===== src/rtl/bus_ctrl_pkg.sv =====
// bus_ctrl_pkg
// Definitions shared by the register-bus transfer controller.
//   - ctrl_state_t : sequencer states (IDLE, DRIVE, LATCH, HOLD, DONE)
//   - imm_sel()    : the source index that selects the immediate (= NUM_REGS)
//   - cmd_bits()   : width of one command record, laid out as {src, dst, imm}
//   - cmd_illegal(): legality rule for a move command
package bus_ctrl_pkg;

  typedef enum logic [2:0] {
    IDLE,
    DRIVE,
    LATCH,
    HOLD,
    DONE
  } ctrl_state_t;

  // The source index one past the last register selects the immediate.
  function automatic int imm_sel(input int num_regs);
    return num_regs;
  endfunction

  // A command record is {src[sel_w], dst[sel_w], imm[width]}, src in the MSBs.
  function automatic int cmd_bits(input int width, input int sel_w);
    return 2 * sel_w + width;
  endfunction

  // Out-of-range source, out-of-range destination or a self-copy is skipped.
  function automatic logic cmd_illegal(input int src, input int dst, input int num_regs);
    return (src > num_regs) || (dst >= num_regs) || (src == dst);
  endfunction

endpackage


===== src/rtl/bus_transfer_controller_cmd_fifo.sv =====
// cmd_fifo
// Synchronous first-word-fall-through FIFO holding pending bus commands.
// Ports:
//   clk, rst        : clock, synchronous active-high reset (flushes contents)
//   push, wr_data   : write request and data; ignored while full
//   pop, rd_data    : read request; rd_data always shows the head entry
//   full, empty     : occupancy flags derived from the registered count
//   count           : number of stored entries
// DEPTH must be a power of two so the pointers wrap naturally.
module cmd_fifo #(
  parameter int WIDTH = 8,
  parameter int DEPTH = 4
) (
  input  logic                           clk,
  input  logic                           rst,
  input  logic                           push,
  input  logic [WIDTH-1:0]               wr_data,
  input  logic                           pop,
  output logic [WIDTH-1:0]               rd_data,
  output logic                           full,
  output logic                           empty,
  output logic [$clog2(DEPTH+1)-1:0]     count
);

  localparam int PTR_W = $clog2(DEPTH);
  localparam int CNT_W = $clog2(DEPTH + 1);

  logic [WIDTH-1:0] mem [DEPTH];
  logic [PTR_W-1:0] wr_ptr;
  logic [PTR_W-1:0] rd_ptr;
  logic             do_push;
  logic             do_pop;

  assign do_push = push && !full;
  assign do_pop  = pop && !empty;
  assign full    = (count == CNT_W'(DEPTH));
  assign empty   = (count == '0);
  assign rd_data = mem[rd_ptr];

  // Storage carries no reset; only the pointers and count define validity.
  always_ff @(posedge clk) begin
    if (do_push) begin
      mem[wr_ptr] <= wr_data;
    end
  end

  // A simultaneous push and pop leaves the count unchanged.
  always_ff @(posedge clk) begin
    if (rst) begin
      wr_ptr <= '0;
      rd_ptr <= '0;
      count  <= '0;
    end else begin
      if (do_push) begin
        wr_ptr <= wr_ptr + 1'b1;
      end
      if (do_pop) begin
        rd_ptr <= rd_ptr + 1'b1;
      end
      if (do_push && !do_pop) begin
        count <= count + 1'b1;
      end else if (!do_push && do_pop) begin
        count <= count - 1'b1;
      end
    end
  end

endmodule


===== src/rtl/bus_transfer_controller.sv =====
// bus_transfer_controller
// Sequences move commands onto the shared register bus so that only one
// driver is active at a time, the bus is stable around each set pulse, and
// every transfer is followed by an idle turnaround cycle.
// Ports:
//   clk, rst                 : clock, synchronous active-high reset
//   cmd_valid / cmd_ready    : command handshake (cmd_ready = FIFO not full)
//   cmd_src, cmd_dst, cmd_imm: command fields; cmd_src == NUM_REGS selects imm
//   reg_en                   : one-hot bus-drive enable of the source register
//   reg_set                  : one-hot load strobe of the destination register
//   imm_en, imm_data         : immediate drive request and its value
//   done, err                : retire pulse; err marks a skipped illegal command
//   busy                     : commands pending or a transfer in progress
module bus_transfer_controller #(
  parameter int  WIDTH      = 16,
  parameter int  NUM_REGS   = 8,
  parameter int  FIFO_DEPTH = 4,
  localparam int SEL_W      = $clog2(NUM_REGS + 1)
) (
  input  logic                clk,
  input  logic                rst,
  input  logic                cmd_valid,
  output logic                cmd_ready,
  input  logic [SEL_W-1:0]    cmd_src,
  input  logic [SEL_W-1:0]    cmd_dst,
  input  logic [WIDTH-1:0]    cmd_imm,
  output logic [NUM_REGS-1:0] reg_en,
  output logic [NUM_REGS-1:0] reg_set,
  output logic                imm_en,
  output logic [WIDTH-1:0]    imm_data,
  output logic                done,
  output logic                err,
  output logic                busy
);

  import bus_ctrl_pkg::*;

  localparam int                  CMD_W       = cmd_bits(WIDTH, SEL_W);
  localparam int                  CNT_W       = $clog2(FIFO_DEPTH + 1);
  localparam logic [SEL_W-1:0]    IMM_SEL     = SEL_W'(imm_sel(NUM_REGS));
  localparam logic [NUM_REGS-1:0] ONE_HOT_LSB = {{(NUM_REGS-1){1'b0}}, 1'b1};

  typedef struct packed {
    logic [SEL_W-1:0] src;
    logic [SEL_W-1:0] dst;
    logic [WIDTH-1:0] imm;
  } cmd_t;

  cmd_t             push_cmd;
  cmd_t             head;
  logic             push;
  logic             fifo_pop;
  logic             fifo_full;
  logic             fifo_empty;
  logic [CNT_W-1:0] fifo_count;
  logic             head_illegal;
  ctrl_state_t      state;
  logic [SEL_W-1:0] cur_dst;

  assign push_cmd     = '{src: cmd_src, dst: cmd_dst, imm: cmd_imm};
  assign cmd_ready    = !fifo_full;
  assign push         = cmd_valid && cmd_ready;
  assign fifo_pop     = ((state == IDLE) || (state == DONE)) && !fifo_empty;
  assign head_illegal = cmd_illegal(int'(head.src), int'(head.dst), NUM_REGS);
  assign busy         = (fifo_count != '0) || (state != IDLE);

  cmd_fifo #(
    .WIDTH (CMD_W),
    .DEPTH (FIFO_DEPTH)
  ) u_cmd_fifo (
    .clk     (clk),
    .rst     (rst),
    .push    (push),
    .wr_data (push_cmd),
    .pop     (fifo_pop),
    .rd_data (head),
    .full    (fifo_full),
    .empty   (fifo_empty),
    .count   (fifo_count)
  );

  // Transfer sequencer. The driver pattern is captured into output registers
  // at the pop edge, so it stays fixed for the whole transfer no matter what
  // the FIFO does afterwards; the set strobe comes from the latched dst.
  // HOLD clears the driver before DONE, which gives the turnaround gap.
  always_ff @(posedge clk) begin
    if (rst) begin
      state    <= IDLE;
      cur_dst  <= '0;
      reg_en   <= '0;
      reg_set  <= '0;
      imm_en   <= 1'b0;
      imm_data <= '0;
      done     <= 1'b0;
      err      <= 1'b0;
    end else begin
      reg_set <= '0;
      done    <= 1'b0;
      err     <= 1'b0;
      case (state)
        IDLE, DONE: begin
          if (!fifo_empty) begin
            cur_dst <= head.dst;
            if (head_illegal) begin
              state <= DONE;
              done  <= 1'b1;
              err   <= 1'b1;
            end else begin
              state <= DRIVE;
              if (head.src == IMM_SEL) begin
                imm_en   <= 1'b1;
                imm_data <= head.imm;
              end else begin
                reg_en <= ONE_HOT_LSB << head.src;
              end
            end
          end else begin
            state <= IDLE;
          end
        end
        DRIVE: begin
          state   <= LATCH;
          reg_set <= ONE_HOT_LSB << cur_dst;
        end
        LATCH: begin
          state <= HOLD;
        end
        HOLD: begin
          state    <= DONE;
          reg_en   <= '0;
          imm_en   <= 1'b0;
          imm_data <= '0;
          done     <= 1'b1;
        end
        default: begin
          state    <= IDLE;
          reg_en   <= '0;
          imm_en   <= 1'b0;
          imm_data <= '0;
        end
      endcase
    end
  end

endmodule


===== config.mk =====
export PLATFORM = sky130hd
export DESIGN_NAME = bus_transfer_controller
export DESIGN_NICKNAME = d
export VERILOG_FILES = /design/src/rtl/bus_ctrl_pkg.sv /design/src/rtl/bus_transfer_controller_cmd_fifo.sv /design/src/rtl/bus_transfer_controller.sv
export SDC_FILE = /design/constraint.sdc
export NUM_CORES = 1
export LEC_CHECK = 0
export BUFFER_PORTS_ARGS = -buffer_cell sky130_fd_sc_hd__buf_2
export CELL_PAD_IN_SITES_DETAIL_PLACEMENT = 1
export CELL_PAD_IN_SITES_GLOBAL_PLACEMENT = 2
export CORE_UTILIZATION = 42
export DETAILED_ROUTE_END_ITERATION = 10
export GPL_ROUTABILITY_DRIVEN = 0
export PLACE_DENSITY = 0.75
export SLEW_MARGIN = 20
export SYNTH_ARGS = -nofsm -noshare
export SYNTH_HDL_FRONTEND = slang
export SYNTH_SLANG_ARGS = --single-unit

===== constraint.sdc =====
create_clock -name clk -period 3 [get_ports clk]
set_input_delay 0.6 -clock clk [delete_from_list [all_inputs] [get_ports clk]]
set_output_delay 0.6 -clock clk [all_outputs]
set_load 0.02 [all_outputs]

Yosys cells after proc, flatten, opt, wreduce, memory -nomap -nowiden
Memories as Yosys holds them, arrays and structs flattened. A register that Yosys moved wholly into a read port is not among the register bits.
Index checks and enable logic that the tools add are counted.
Storage, ports and cells
  flip-flop bits (word level): 49
  latch bits: 0
  RAM bits: 96
  ROM bits: 0
  output and inout port bits: 37
  memories kept: 1
Cells by class
  $add $sub $neg: 4
  multipliers: 0
  divide/modulo/power cells: 0
  magnitude comparators: 2
  eq/ne operators: 11
  shift-type cells: 2
  mux-type cells: 24
  bitwise logic cells: 4
  reduce and logical (&&, ||, !) cells: 26
Memory list
  u_cmd_fifo.mem: depth 4, width 24, rd ports 1, clocked after memory_dff 1, wr ports 1, line bus_transfer_controller_cmd_fifo.sv:28  | logic [WIDTH-1:0] mem [DEPTH];
Operator list (count)
  $mux 16: 3
  $pmux 16 s2: 1
  $mux 8: 3
  $pmux 8 s2: 1
  $shl 1x4->8 const A: 2
  $mux 3: 4
  $pmux 3 s4: 1
  $ne 2x2->1 const B: 4
  $reduce_and 4->1: 2
  $reduce_or 2->1: 4
  $mux 1: 7
  $eq 3x2->1 const B: 2
  $eq 3x3->1 const B: 2
  $logic_and 1x1->1: 6
  $logic_not 3->1: 2
  $reduce_bool 3->1: 2
  $add 2x1->2 const B: 2
  $eq 4x4->1: 1
  $eq 4x4->1 const B: 1
  $ge 4x4->1 const B: 1
  $gt 4x4->1 const B: 1
  $logic_not 1->1: 4
  $logic_or 1x1->1: 4
  $mux 2: 2
  other kinds (7): 11

Depth between registers and ports, before layout
  word-level depth: 8
  depth in mapped cells: 10

By module
A second synthesis with hierarchy kept.
Second synthesis, totals
  cell total of the unflattened synthesis: 363
  area total of the unflattened synthesis: 5612.9 um^2
By module, submodules not included
  cmd_fifo: times used 1, cells each 174, area an instance 3960.0 um^2, seq. area each 3062.9 um^2
  bus_transfer_controller: times used 1, cells each 189, area an instance 1652.8 um^2, seq. area each 840.8 um^2

Least setup slack after synthesis
No wires, ideal clock.
  path kind: reg2reg
  start: register (tool-made name)
  end: register imm_data[10]
  setup time: 0.117 ns
  data arrival time: 2.168 ns
  data required time: 2.883 ns
  setup slack: 0.714 ns
  stages on the path, launching flop included: 8
  buffers on the path: 2
  period minus slack after synthesis: 2.286 ns
  path through: dfxtp_1 buf_6 mux4_2 or4b_4 o21ai_2 a21oi_2 buf_6 a32o_1
RTL lines
  end signal: assignment: line bus_transfer_controller.sv:112  | imm_data <= head.imm;
  end: declaration: line bus_transfer_controller.sv:30  | output logic [WIDTH-1:0] imm_data,

==> results list <==
- The run finished with clean final reports.
- Final cycle utilization of the critical path: 83.3%
* Number of nets in the layout: 434
* I/O Buffers: 63
* Worst setup path category: register to register
- The initial antenna violation count is 0.
* Achievable clock frequency: 400 MHz
- Most frequently used cell type in the post-synthesis netlist: edfxtp_1
- Post-synthesis cell type with the largest combined area: edfxtp_1
* Proportion of register bits with asynchronous set or reset after synthesis: 0%
* Horizontal die dimension: 116 um
* CTS tree: yes
- The tool flagged a number of max-cap violations equal to 0.
* Static power due to leakage: 2.35 nW
- Insertion delay of the later-clocked pin in the worst-skew pair: 0.42 ns
- Relative to the synthesized area, the layout overhead comes to 19.4%.
- Worst max-slew margin expressed relative to the limit: 39.0%
* Peak fanout along the critical path: 16
- For this run, the register share of the synthesized area comes to 71.6%.
- Endpoint class of the critical path: register
- Net count of the mapped netlist: 356
* Most used DFF post-synth: edfxtp_1
* Final ANT Viol Nets: 0
* PD cells: 920 nW/um^2
- The first global-routing pass estimated 17000 um of wire.
- Avg WL per Cell: 17.9 um
- Detailed Route Iter0 Violations: 131
* Worst-path clk slew: 0.05 ns
- Across the routed clock network, the largest skew measured is 0.00595 ns.
- Top cells by area, synth: edfxtp_1 53%, dfxtp_1 19%, mux4_2 9.9%, a32o_1 2.9%, mux2i_1 1.8%
* Vias in the first global route: 3194
* Area share of the leading cell type in the synthesized netlist: 52.9%
* ANT cells: 0
- The final layout contains routed wiring with a total length of 10500 um.
* Min Tclk post-route: 2.50 ns
* Setup-failing EPs final: 0
- Detailed-placement wirelength estimate: 6570 um
* Area share of xor/xnor cells in the synthesized design: 1.45%
* Top post-synthesis cells by count: 96 x edfxtp_1, 51 x dfxtp_1, 24 x mux4_2, 20 x nand2_1, 19 x nor2_1
- The synthesized netlist devotes 1.52% of its cell area to adder and majority cells.
* Worst path arrival time: 2.85 ns
- For this configuration, the core starts out at a cell density of 43.2%.
- CTS Buf Count: 17
* Clk buf depth: 2
- Required arrival time at the worst endpoint: 3.35 ns
* Max H-tree Level: 4
- Final global-route overflow total: 0
* Row count: 41
- I/O pin total: 64
- For this run, the number of Yosys warnings is 0.
- Classification of the worst-slack hold path: primary input to register
- The root buffer cell chosen for the clock tree is clkbuf_16.
* Num Clock Sinks: 147
- STA classifies the critical path startpoint as a register.
- Fin. Hold Viols: 0
- The number of hold buffers added after CTS was 0.
- The count of final max-slew check failures was 0.
* Post-synthesis compound-gate area fraction: 5.12%
* Via count: 2990
- Quantity of gates resized following cts: 0
* Setup repair after global routing missed its margin: no
* Worst ir drop on vdd: 0.528 mV
- Using the TritonRoute via totals, the vias-per-cell ratio works out to 5.10.
- The post-route netlist has 30.7% of its cells at a drive strength greater than 1.
* Post-synthesis instance area: 5450 um^2
* Number of remaining DRC errors: 0
- Full die area: 13400 um^2
- The synthesized netlist contains 37 unique library cells.
* Number of enable flip-flop cells after synthesis: 96
- Summing the areas of all and, or, nand and nor instances in the mapped netlist gives 6.96% of the synthesized area.
- For this run, the total global-route usage over all layers was measured as 18.0%.
- After synthesis, the share of cell area in mux cells is 11.8%.
- Before antenna repair, the detailed router went through 4 iterations.
* Slew @ Worst Pin: 0.914 ns
- In this run the post-CTS setup repair buffer count came out at 0.
- Adding up every negative setup slack in the final design gives 0 ns.
- After synthesis, the largest family of logic cells by area is multiplexers.
- Register-to-register setup slack: 0.50 ns
* Die Ht: 116 um
- Largest net degree at the start of global routing: 31
* Mean Syn Cell Area: 16.9 um^2
- Placeable core region: 12600 um^2
* Final Total Pwr: 5.99 mW
- Gate Count Post-Synth: 323
- Counting flops and latches in the post-synthesis netlist gives 147.
==> cells by family (layout without fill, tap and decap cells) <==
kind of cell	count (synthesis)	after routing
compound gates	34	34
mux	34	34
buf+inv	18	109
simple gates	75	75
flops	147	147
fa+ha+maj	6	6
xor+xnor	9	9
==> worst paths after layout <==
path | endpoint | cells past startpoint | from
worst max-delay path | imm_data[12]$_SDFFE_PP0P_ | 6 | register
worst max register to register | imm_data[12]$_SDFFE_PP0P_ | 6 | register
worst min-delay path | u_cmd_fifo.mem[2][14]$_DFFE_PP_ | 1 | cmd_imm[14]
worst min register to register | cur_dst[3]$_SDFFE_PP0P_ | 2 | cur_dst[3]$_SDFFE_PP0P_
==> sequential cells by signal, indices dropped and copies added, names as in the netlist, named ones only <==
name and count:
reg_en 8, u_cmd_fifo.rd_ptr 2, u_cmd_fifo.count 3, imm_en 1
cur_dst 4, u_cmd_fifo.wr_ptr 2, reg_set 8, done 1
err 1, state 3, u_cmd_fifo.mem 96, imm_data 16
==> critical path, cell delays in order, from the launching register on <==
cell     delay (ns)
dfxtp_2        0.39
buf_4          0.21
mux4_2         0.58
or4b_4         0.26
o21ai_2        0.06
a21oi_2        0.70
a32o_1         0.22
==> layout by cell type, fill, tap and decap left out, types with 2 or more instances in the layout <==
cell and count:
edfxtp_1 96, nor3_1 6, clkbuf_1 8, nor2_1 19, o31ai_1 3, mux4_2 24
a32o_1 16, buf_4 9, o21ai_0 2, and3_1 4, clkinv_2 3, mux2i_1 10
ha_1 5, nand2_1 20, nand2b_1 11, a21oi_1 7, a21oi_2 2, xnor2_1 3
inv_1 4, xor2_1 6, dfxtp_1 50, nor2b_1 2, nand3_1 3, clkbuf_16 17
buf_2 63, or3_1 3
==> final cells by class <==
type	instances	area (um^2)
Inverter	5	18.8
Clock inverter	6	57.6
Tap cell	172	215
Fill cell	1268	6110
Sequential cell	147	3910
Multi-Input combinational cell	158	1460
Timing Repair Buffer	72	383
Clock buffer	26	469
==> where the power goes <==
part / internal [mW] / switching [mW] / total [mW]
sequential: 2.42 / 0.144 / 2.57
clock: 1.16 / 0.735 / 1.89
combinational: 0.637 / 0.897 / 1.53
==> per-stage QoR <==
step | util (%) | hold slack [ns] | setup slack (ns) | cell area [um^2] | cells
after floorplan | - | 0.436 | 0.714 | 5450 | 323
after global placement | 47.4 | 0.456 | 0.542 | 5980 | 554
after detailed placement | 47.4 | 0.454 | 0.467 | 5980 | 554
after CTS | 51.6 | 0.365 | 0.449 | 6510 | 586
after global routing | 51.6 | 0.380 | 0.305 | 6510 | 586
final | 51.6 | 0.392 | 0.501 | 6510 | 586
==> per-layer routing <==
layer | vias up | GRT usage [%] | share of wire, %
li1 | 1413 | - | -
met1 | 1500 | 21.1 | 44
met2 | 67 | 30.4 | 50
met3 | 10 | 5.44 | 3.6
met4 | 0 | 8.21 | 1.4
met5 | - | 0 | 0
(Power assumes the default switching activity.)
